### config.mk
export PLATFORM = sky130hd
export DESIGN_NAME = sram_line_ctrl
export DESIGN_NICKNAME = d
export VERILOG_FILES = /design/src/rtl/sram_line_ctrl.sv
export SDC_FILE = /design/constraint.sdc
export NUM_CORES = 1
export LEC_CHECK = 0
export BUFFER_PORTS_ARGS = -buffer_cell sky130_fd_sc_hd__buf_4
export CAP_MARGIN = 5
export CORE_MARGIN = 4
export CORE_UTILIZATION = 50
export CTS_CLUSTER_SIZE = 28
export DETAILED_ROUTE_END_ITERATION = 10
export PLACE_DENSITY_LB_ADDON = 0.15
export SETUP_SLACK_MARGIN = 0.15
export SYNTH_ARGS = -nofsm -noshare
export SYNTH_HDL_FRONTEND = slang
export SYNTH_SLANG_ARGS = --single-unit
### constraint.sdc
create_clock -name clk -period 3.8 [get_ports clk]
set_clock_uncertainty 0.2 [all_clocks]
set_input_delay 0.19 -clock clk [delete_from_list [all_inputs] [get_ports clk]]
set_output_delay 0.19 -clock clk [all_outputs]
set_load 0.1 [all_outputs]
### src/rtl/sram_line_ctrl.sv
// Line-granular initiator for a single-port byte SRAM: serializes whole-line reads and writes
// into byte accesses with a fixed read latency and returns the assembled line on a held response.
module sram_line_ctrl #(
  parameter int unsigned LINE_BYTES   = 4,
  parameter int unsigned SRAM_LATENCY = 2,
  parameter int unsigned ADDR_W       = 9
) (
  input  logic                    clk,
  input  logic                    rst,
  input  logic                    req_valid,
  output logic                    req_ready,
  input  logic                    req_write,
  input  logic [ADDR_W-1:0]       req_addr,
  input  logic [8*LINE_BYTES-1:0] req_wdata,
  output logic                    resp_valid,
  input  logic                    resp_ready,
  output logic [8*LINE_BYTES-1:0] resp_rdata,
  output logic [ADDR_W-1:0]       sram_addr,
  output logic [7:0]              sram_din,
  output logic                    sram_wen,
  output logic                    sram_sense_en,
  input  logic [7:0]              sram_dout
);

  localparam int unsigned IdxW  = (LINE_BYTES > 1) ? $clog2(LINE_BYTES) : 1;
  localparam int unsigned WaitW = $clog2(SRAM_LATENCY + 1);
  localparam int unsigned LineW = 8 * LINE_BYTES;
  localparam logic [IdxW-1:0]   LastIdx   = IdxW'(LINE_BYTES - 1);
  localparam logic [WaitW-1:0]  LastWait  = WaitW'(SRAM_LATENCY - 1);
  localparam logic [ADDR_W-1:0] AlignMask = ~ADDR_W'(LINE_BYTES - 1);

  typedef enum logic [2:0] {StIdle, StWrite, StReadIssue, StReadWait, StResp} state_e;

  state_e             state_q, state_d;
  logic [IdxW-1:0]    idx_q, idx_d;
  logic [WaitW-1:0]   wait_q, wait_d;
  logic [ADDR_W-1:0]  base_q, base_d;
  logic [LineW-1:0]   wdata_q, wdata_d;
  logic [LineW-1:0]   rdata_q, rdata_d;
  logic [ADDR_W-1:0]  addr_q, addr_d;
  logic [7:0]         din_q, din_d;
  logic               wen_q, wen_d;
  logic               sense_q, sense_d;
  logic               accept;
  logic               capture;

  // req_ready is the only combinational output; it drops for the whole reset cycle.
  assign req_ready  = (state_q == StIdle) && !rst;
  assign accept     = req_valid && req_ready;
  assign capture    = (state_q == StReadWait) && (wait_q == LastWait);

  assign resp_valid    = (state_q == StResp);
  assign resp_rdata    = rdata_q;
  assign sram_addr     = addr_q;
  assign sram_din      = din_q;
  assign sram_wen      = wen_q;
  assign sram_sense_en = sense_q;

  always_ff @(posedge clk) begin
    if (rst) begin
      state_q <= StIdle;
      idx_q   <= '0;
      wait_q  <= '0;
      base_q  <= '0;
      wdata_q <= '0;
      rdata_q <= '0;
      addr_q  <= '0;
      din_q   <= '0;
      wen_q   <= 1'b0;
      sense_q <= 1'b0;
    end else begin
      state_q <= state_d;
      idx_q   <= idx_d;
      wait_q  <= wait_d;
      base_q  <= base_d;
      wdata_q <= wdata_d;
      rdata_q <= rdata_d;
      addr_q  <= addr_d;
      din_q   <= din_d;
      wen_q   <= wen_d;
      sense_q <= sense_d;
    end
  end

  always_comb begin
    state_d = state_q;
    idx_d   = idx_q;
    wait_d  = wait_q;
    base_d  = base_q;
    wdata_d = wdata_q;
    rdata_d = rdata_q;
    unique case (state_q)
      StIdle: begin
        if (accept) begin
          base_d  = req_addr & AlignMask;
          wdata_d = req_wdata;
          rdata_d = '0;
          idx_d   = '0;
          state_d = req_write ? StWrite : StReadIssue;
        end
      end
      StWrite: begin
        if (idx_q == LastIdx) state_d = StResp;
        else                  idx_d   = idx_q + 1'b1;
      end
      StReadIssue: begin
        wait_d  = '0;
        state_d = StReadWait;
      end
      StReadWait: begin
        if (capture) begin
          rdata_d[8*idx_q +: 8] = sram_dout;
          if (idx_q == LastIdx) begin
            state_d = StResp;
          end else begin
            idx_d   = idx_q + 1'b1;
            state_d = StReadIssue;
          end
        end else begin
          wait_d = wait_q + 1'b1;
        end
      end
      StResp: begin
        if (resp_ready) state_d = StIdle;
      end
      default: state_d = StIdle;
    endcase
  end

  // Pin values are registered from the upcoming state so strobes line up with state cycles.
  always_comb begin
    wen_d   = (state_d == StWrite);
    sense_d = (state_d == StReadIssue);
    din_d   = wen_d ? wdata_d[8*idx_d +: 8] : 8'h00;
    addr_d  = (wen_d || sense_d) ? base_d + ADDR_W'(idx_d) : addr_q;
  end

endmodule

* Word level (Yosys, flattened, before mapping)
Cells that the tools add are included.
** Storage, ports and cells
- Bits in registers :: 99
- Output and inout port bits :: 53
- Word-level logic and storage cells :: 61
** Cells by class
- Add/sub/neg operators :: 4
- Equality and inequality tests :: 11
- Shifts and indexed selects :: 3
- Multiplexer cells :: 21
- Bitwise logic cells :: 1
- Reductions and logical operators :: 11
** Operators by type and width (number)
- $mux W32 :: 4
- $pmux W32 S2 :: 1
- $neg A5 Y34 :: 1
- $shift A8 B34 Y32 const A :: 1
- $shiftx A8 B34 Y32 :: 1
- $bwmux W32 :: 1
- $shiftx A32 B6 Y8 :: 1
- $mux W9 :: 2
- $mux W3 :: 5
- $pmux W3 S5 :: 1
- $mux W2 :: 5
- $add A9 B2 Y9 :: 1
- $eq A3 B2 Y1 const B :: 3
- $eq A3 B1 Y1 const B :: 2
- $ne A2 B2 Y1 const B :: 3
- $pmux W2 S3 :: 1
- $add A2 B1 Y2 const B :: 2
- $pmux W2 S2 :: 1
- $reduce_bool A2 Y1 :: 2
- $eq A3 B3 Y1 const B :: 1
- $logic_and A1 B1 Y1 :: 3
- $logic_not A3 Y1 :: 1
- $reduce_and A3 Y1 :: 1
- $eq A2 B1 Y1 const B :: 1
- other kinds (6) :: 6

* Longest topological paths before layout
- Depth after elaboration :: 8
- Gate-level depth with buffers :: 14
- Mapped depth without buffers :: 13

* Least setup slack after synthesis
OpenSTA, ideal clock, no wires.
- Path kind :: register to register
- Start :: register wait_q[1]
- End :: register addr_q[4], in the netlist sram_addr[4]
- Arrival :: 2.932 ns
- Required time :: 3.530 ns
- Setup slack :: 0.598 ns
- Cell stages (with the launch flop) :: 15
- Path buffers :: 1
- Clock period less this slack :: 3.202 ns
- Cell sequence :: dfxtp_1 inv_1 ha_1 nand2b_1 and3_1 buf_2 nor3_4 inv_2 ha_1 fa_1 nand3_1 xnor2_1 nor2_1 a211o_1 a21oi_1
** RTL lines
- start: declaration :: RTL line 36 : logic [WaitW-1:0] wait_q, wait_d;
- start signal: assignment :: RTL line 74 : wait_q <= wait_d;
- $eq A2 B1 Y1 :: RTL line 50 : assign capture = (state_q == StReadWait) && (wait_q == LastWait);
- $logic_and A1 B1 Y1 :: RTL line 50
- $mux W2 :: RTL line 111 : if (capture) begin
- $pmux W2 S3 :: RTL line 92 : unique case (state_q)
- via idx_d[0] :: RTL line 35 : logic [IdxW-1:0] idx_q, idx_d;
- $add A9 B2 Y9 :: RTL line 135 : addr_d = (wen_d || sense_d) ? base_d + ADDR_W'(idx_d) : addr_q;
- end signal: assignment :: RTL line 78 : addr_q <= addr_d;
- end: declaration :: RTL line 40 : logic [ADDR_W-1:0] addr_q, addr_d;
The timed path passes the listed nets, and every way through them passes these cells.
A chain may end at the register's enable or synchronous reset.

* Worst setup path in the final report
Same ends and word-level chain as after synthesis.

==> metrics.yaml <==
status: "finished clean"
syn_nets: 629
maxCapViolCount: 0
post_cts_buffers: 0
required_ns: 3.88
place_area_mm2: 0.00532
cp_cell_sequence: "inv_1, ha_1, nand2b_1, and3_1, nor3_4, inv_2, ha_1, fa_1, nand3_1, xnor2_1, nor2_1, a211o_1, a21oi_1"
design_area_mm2: 0.00598
yosysSeqAreaShare_pct: 44.3
place.gp.congestion: 0.898
worstPathArrival_ns: 3.44
postRouteAntennaNets: 0
cp_common_cell: "ha_1"
seqCellArea_mm2: 0.00198
grt_max_degree: 88
clk_latency_ns: 0.36
p_sw_mw: 0.664
clkPwrFrac_pct: 29.9
avgRoutedWirePerCell_um: 14.6
seqPwrFrac_pct: 49.8
drc: 0
path_class: "reg -> reg"
yosysUniqueCellTypes: 53
end_kind: "register"
syn_inst: 567
fin_crit_sh_pct: 88.2
drive_above_1_share_pct: 19.3
crit_path_max_fanout: 9
fin_crit_ns: 3.35
power_frac_comb_pct: 20.3
cts_root_buf: "clkbuf_8"
synth-edff-count: 0
clock_sinks: 99
clockBufferDepth: 2
p_leak_nw: 2.36
avgSynthCellArea_um2: 7.90
syn_to_final_growth_pct: 33.7
antenna_found_initial: 0
port-buffer-count: 104
worstMarginPinSlew_ns: 0.887
cts_resized: 0
rsz0062_at_grt: "no"
crit_family: "simple AND/OR/NAND/NOR gates"
crit_buf_inv: 2
hold_buffers: 47
final_cells: 818
synth.most_common_cell: "nand2_1"
drt_wl_total_um: 12000
clock.fmax_ghz: 0.298
holdCritPathClass: "in -> reg"
final_nets: 767
synth_area_leaders: "dfxtp_1 (44%), nand2_1 (11%), a21oi_1 (10%)"
via_count: 4527
grt_overflow: 0
placedCellCount: 755
p_int_mw: 1.55
cpPeakStageDelay_ns: 0.51
grt_usage_pct: 23.4
place_hpwl_um: 8050
power_mw: 2.21
rows: 34
drt_first_iter_violations: 279
hold_violations: 0
first_pass_iters: 5
drv_slew: 0
die_area_mm2: 0.0105
netlist_area_mm2: 0.00448
synthArstFlopShare_pct: 0
synth_top_area_share_pct: 44.3
start_util_pct: 51.3
setup-violations-final: 0
h-tree-depth: 3
power_density_mw_per_mm2: 369
cts_buffers: 9
ys_ff_latch: 99
relSlewSlack_pct: 40.9
avgViaCountPerCell: 5.53
core-area_mm2: 0.00872
grt_pass1_wl_um: 19700
multi_input_area_mm2: 0.00233
cts_tree: "done"
synth_common_cells: "nand2_1 (134), dfxtp_1 (99), a21oi_1 (91)"
synth_area_leader_cell: "dfxtp_1"
io_pins: 107
ys_warn_count: 0
diodes: 0
peakVddDrop_uv: 205
crit_slowest_cell: "fa_1"
clk_pin_slew_ns: 0.09
critPathLaunchType: "register"
grt_pass1_vias: 4134
nFillCells: 764
die-width_um: 103
synth_ff_type: "dfxtp_1"
die_h_um: 103
swShare_pct: 30.1
fin_tns_setup_ns: 0
==> per-stage QoR <==
step / hold slack, ns / setup WS, ns / utilization, %
2_1_floorplan: 0.0921 / 0.598 / -
3_3_place_gp: 0.238 / 0.588 / 61.0
3_5_place_dp: 0.247 / 0.513 / 61.0
4_1_cts: 0.000312 / 0.475 / 68.6
5_1_grt: 0.0199 / 0.243 / 68.6
6_report: 0.0158 / 0.448 / 68.6
==> worst register-to-register path, stage by stage, from the launching register on <==
cell      delay (ns)
dfxtp_1         0.34
inv_1           0.05
ha_1            0.24
nand2b_1        0.26
and3_1          0.36
nor3_4          0.19
inv_2           0.11
ha_1            0.26
fa_1            0.51
nand3_1         0.15
xnor2_1         0.12
nor2_1          0.06
a211o_1         0.29
a21oi_1         0.14
==> final timing paths <==
| check | slack [ns] | startpoint | depth (start not counted) | to |
|---|---|---|---|---|
| hold reg to reg | 0.26 | sram_addr[6] | 2 | sram_addr[6] |
| setup reg to reg | 0.45 | wait_q[1] | 13 | sram_addr[4] |
| setup / recovery | 0.45 | wait_q[1] | 13 | sram_addr[4] |
| hold / removal | 0.02 | req_write | 3 | state_q[1] |
==> sequential cells by signal (all words and copies together) (netlist names), 2 cells and up <==
| signal | count |
|---|---|
| resp_rdata | 32 |
| wdata_q | 32 |
| base_q | 9 |
| sram_addr | 9 |
| sram_din | 8 |
| state_q | 3 |
| idx_q | 2 |
| wait_q | 2 |
==> per-layer routing <==
metal	vias to the layer above	share of wire (%)	GRT usage [%]
li1	2237	-	-
met1	2116	43	31.0
met2	147	48	38.5
met3	27	6.1	3.38
met4	0	2.6	9.08
met5	-	0	0
==> power groups by stage <==
stage	logic [mW]	registers, mW	clock network [mW]
after global placement	0.399	1.12	0
after CTS	0.445	1.10	0.681
after floorplan	0.206	1.20	0
after detailed placement	0.406	1.12	0
after global routing	0.486	1.10	0.717
final	0.448	1.10	0.661
==> area by class of cell <==
class	instances	share of cell area (%)
clock buffers	10	2.13
clock inverters	6	1.07
inverters	8	0.502
multi-input cells	429	38.9
flip-flops and latches	99	33.1
well taps	108	2.26
repair buffers	158	22.0
==> cell families after synthesis <==
kind of cell	count (synthesis)	synth area share, %
multiplexers	11	2.96
XOR/XNOR	7	1.37
buffers and inverters	39	3.74
AND/OR/NAND/NOR	262	26.0
flip-flops	99	44.3
adder cells (fa/ha/maj)	8	2.40
AO/OA/AOI/OAI	141	19.3
==> cells in the final DEF (no fill, tap or decap), types with 3 or more instances in the layout <==
cell type	count
mux2_1	7
buf_4	110
a21oi_1	91
nand2b_1	4
ha_1	7
dfxtp_1	99
nor2_1	47
o32ai_1	8
o21ai_1	3
and2_1	4
a21o_1	8
dlygate4sd3_1	47
o21ai_0	3
clkbuf_8	9
nand2_1	133
nor3_1	10
xor2_1	5
a211o_1	3
and3_1	9
o31ai_1	8
nand3_1	41
inv_1	6
Note: power is estimated with default switching activity, not from simulation.
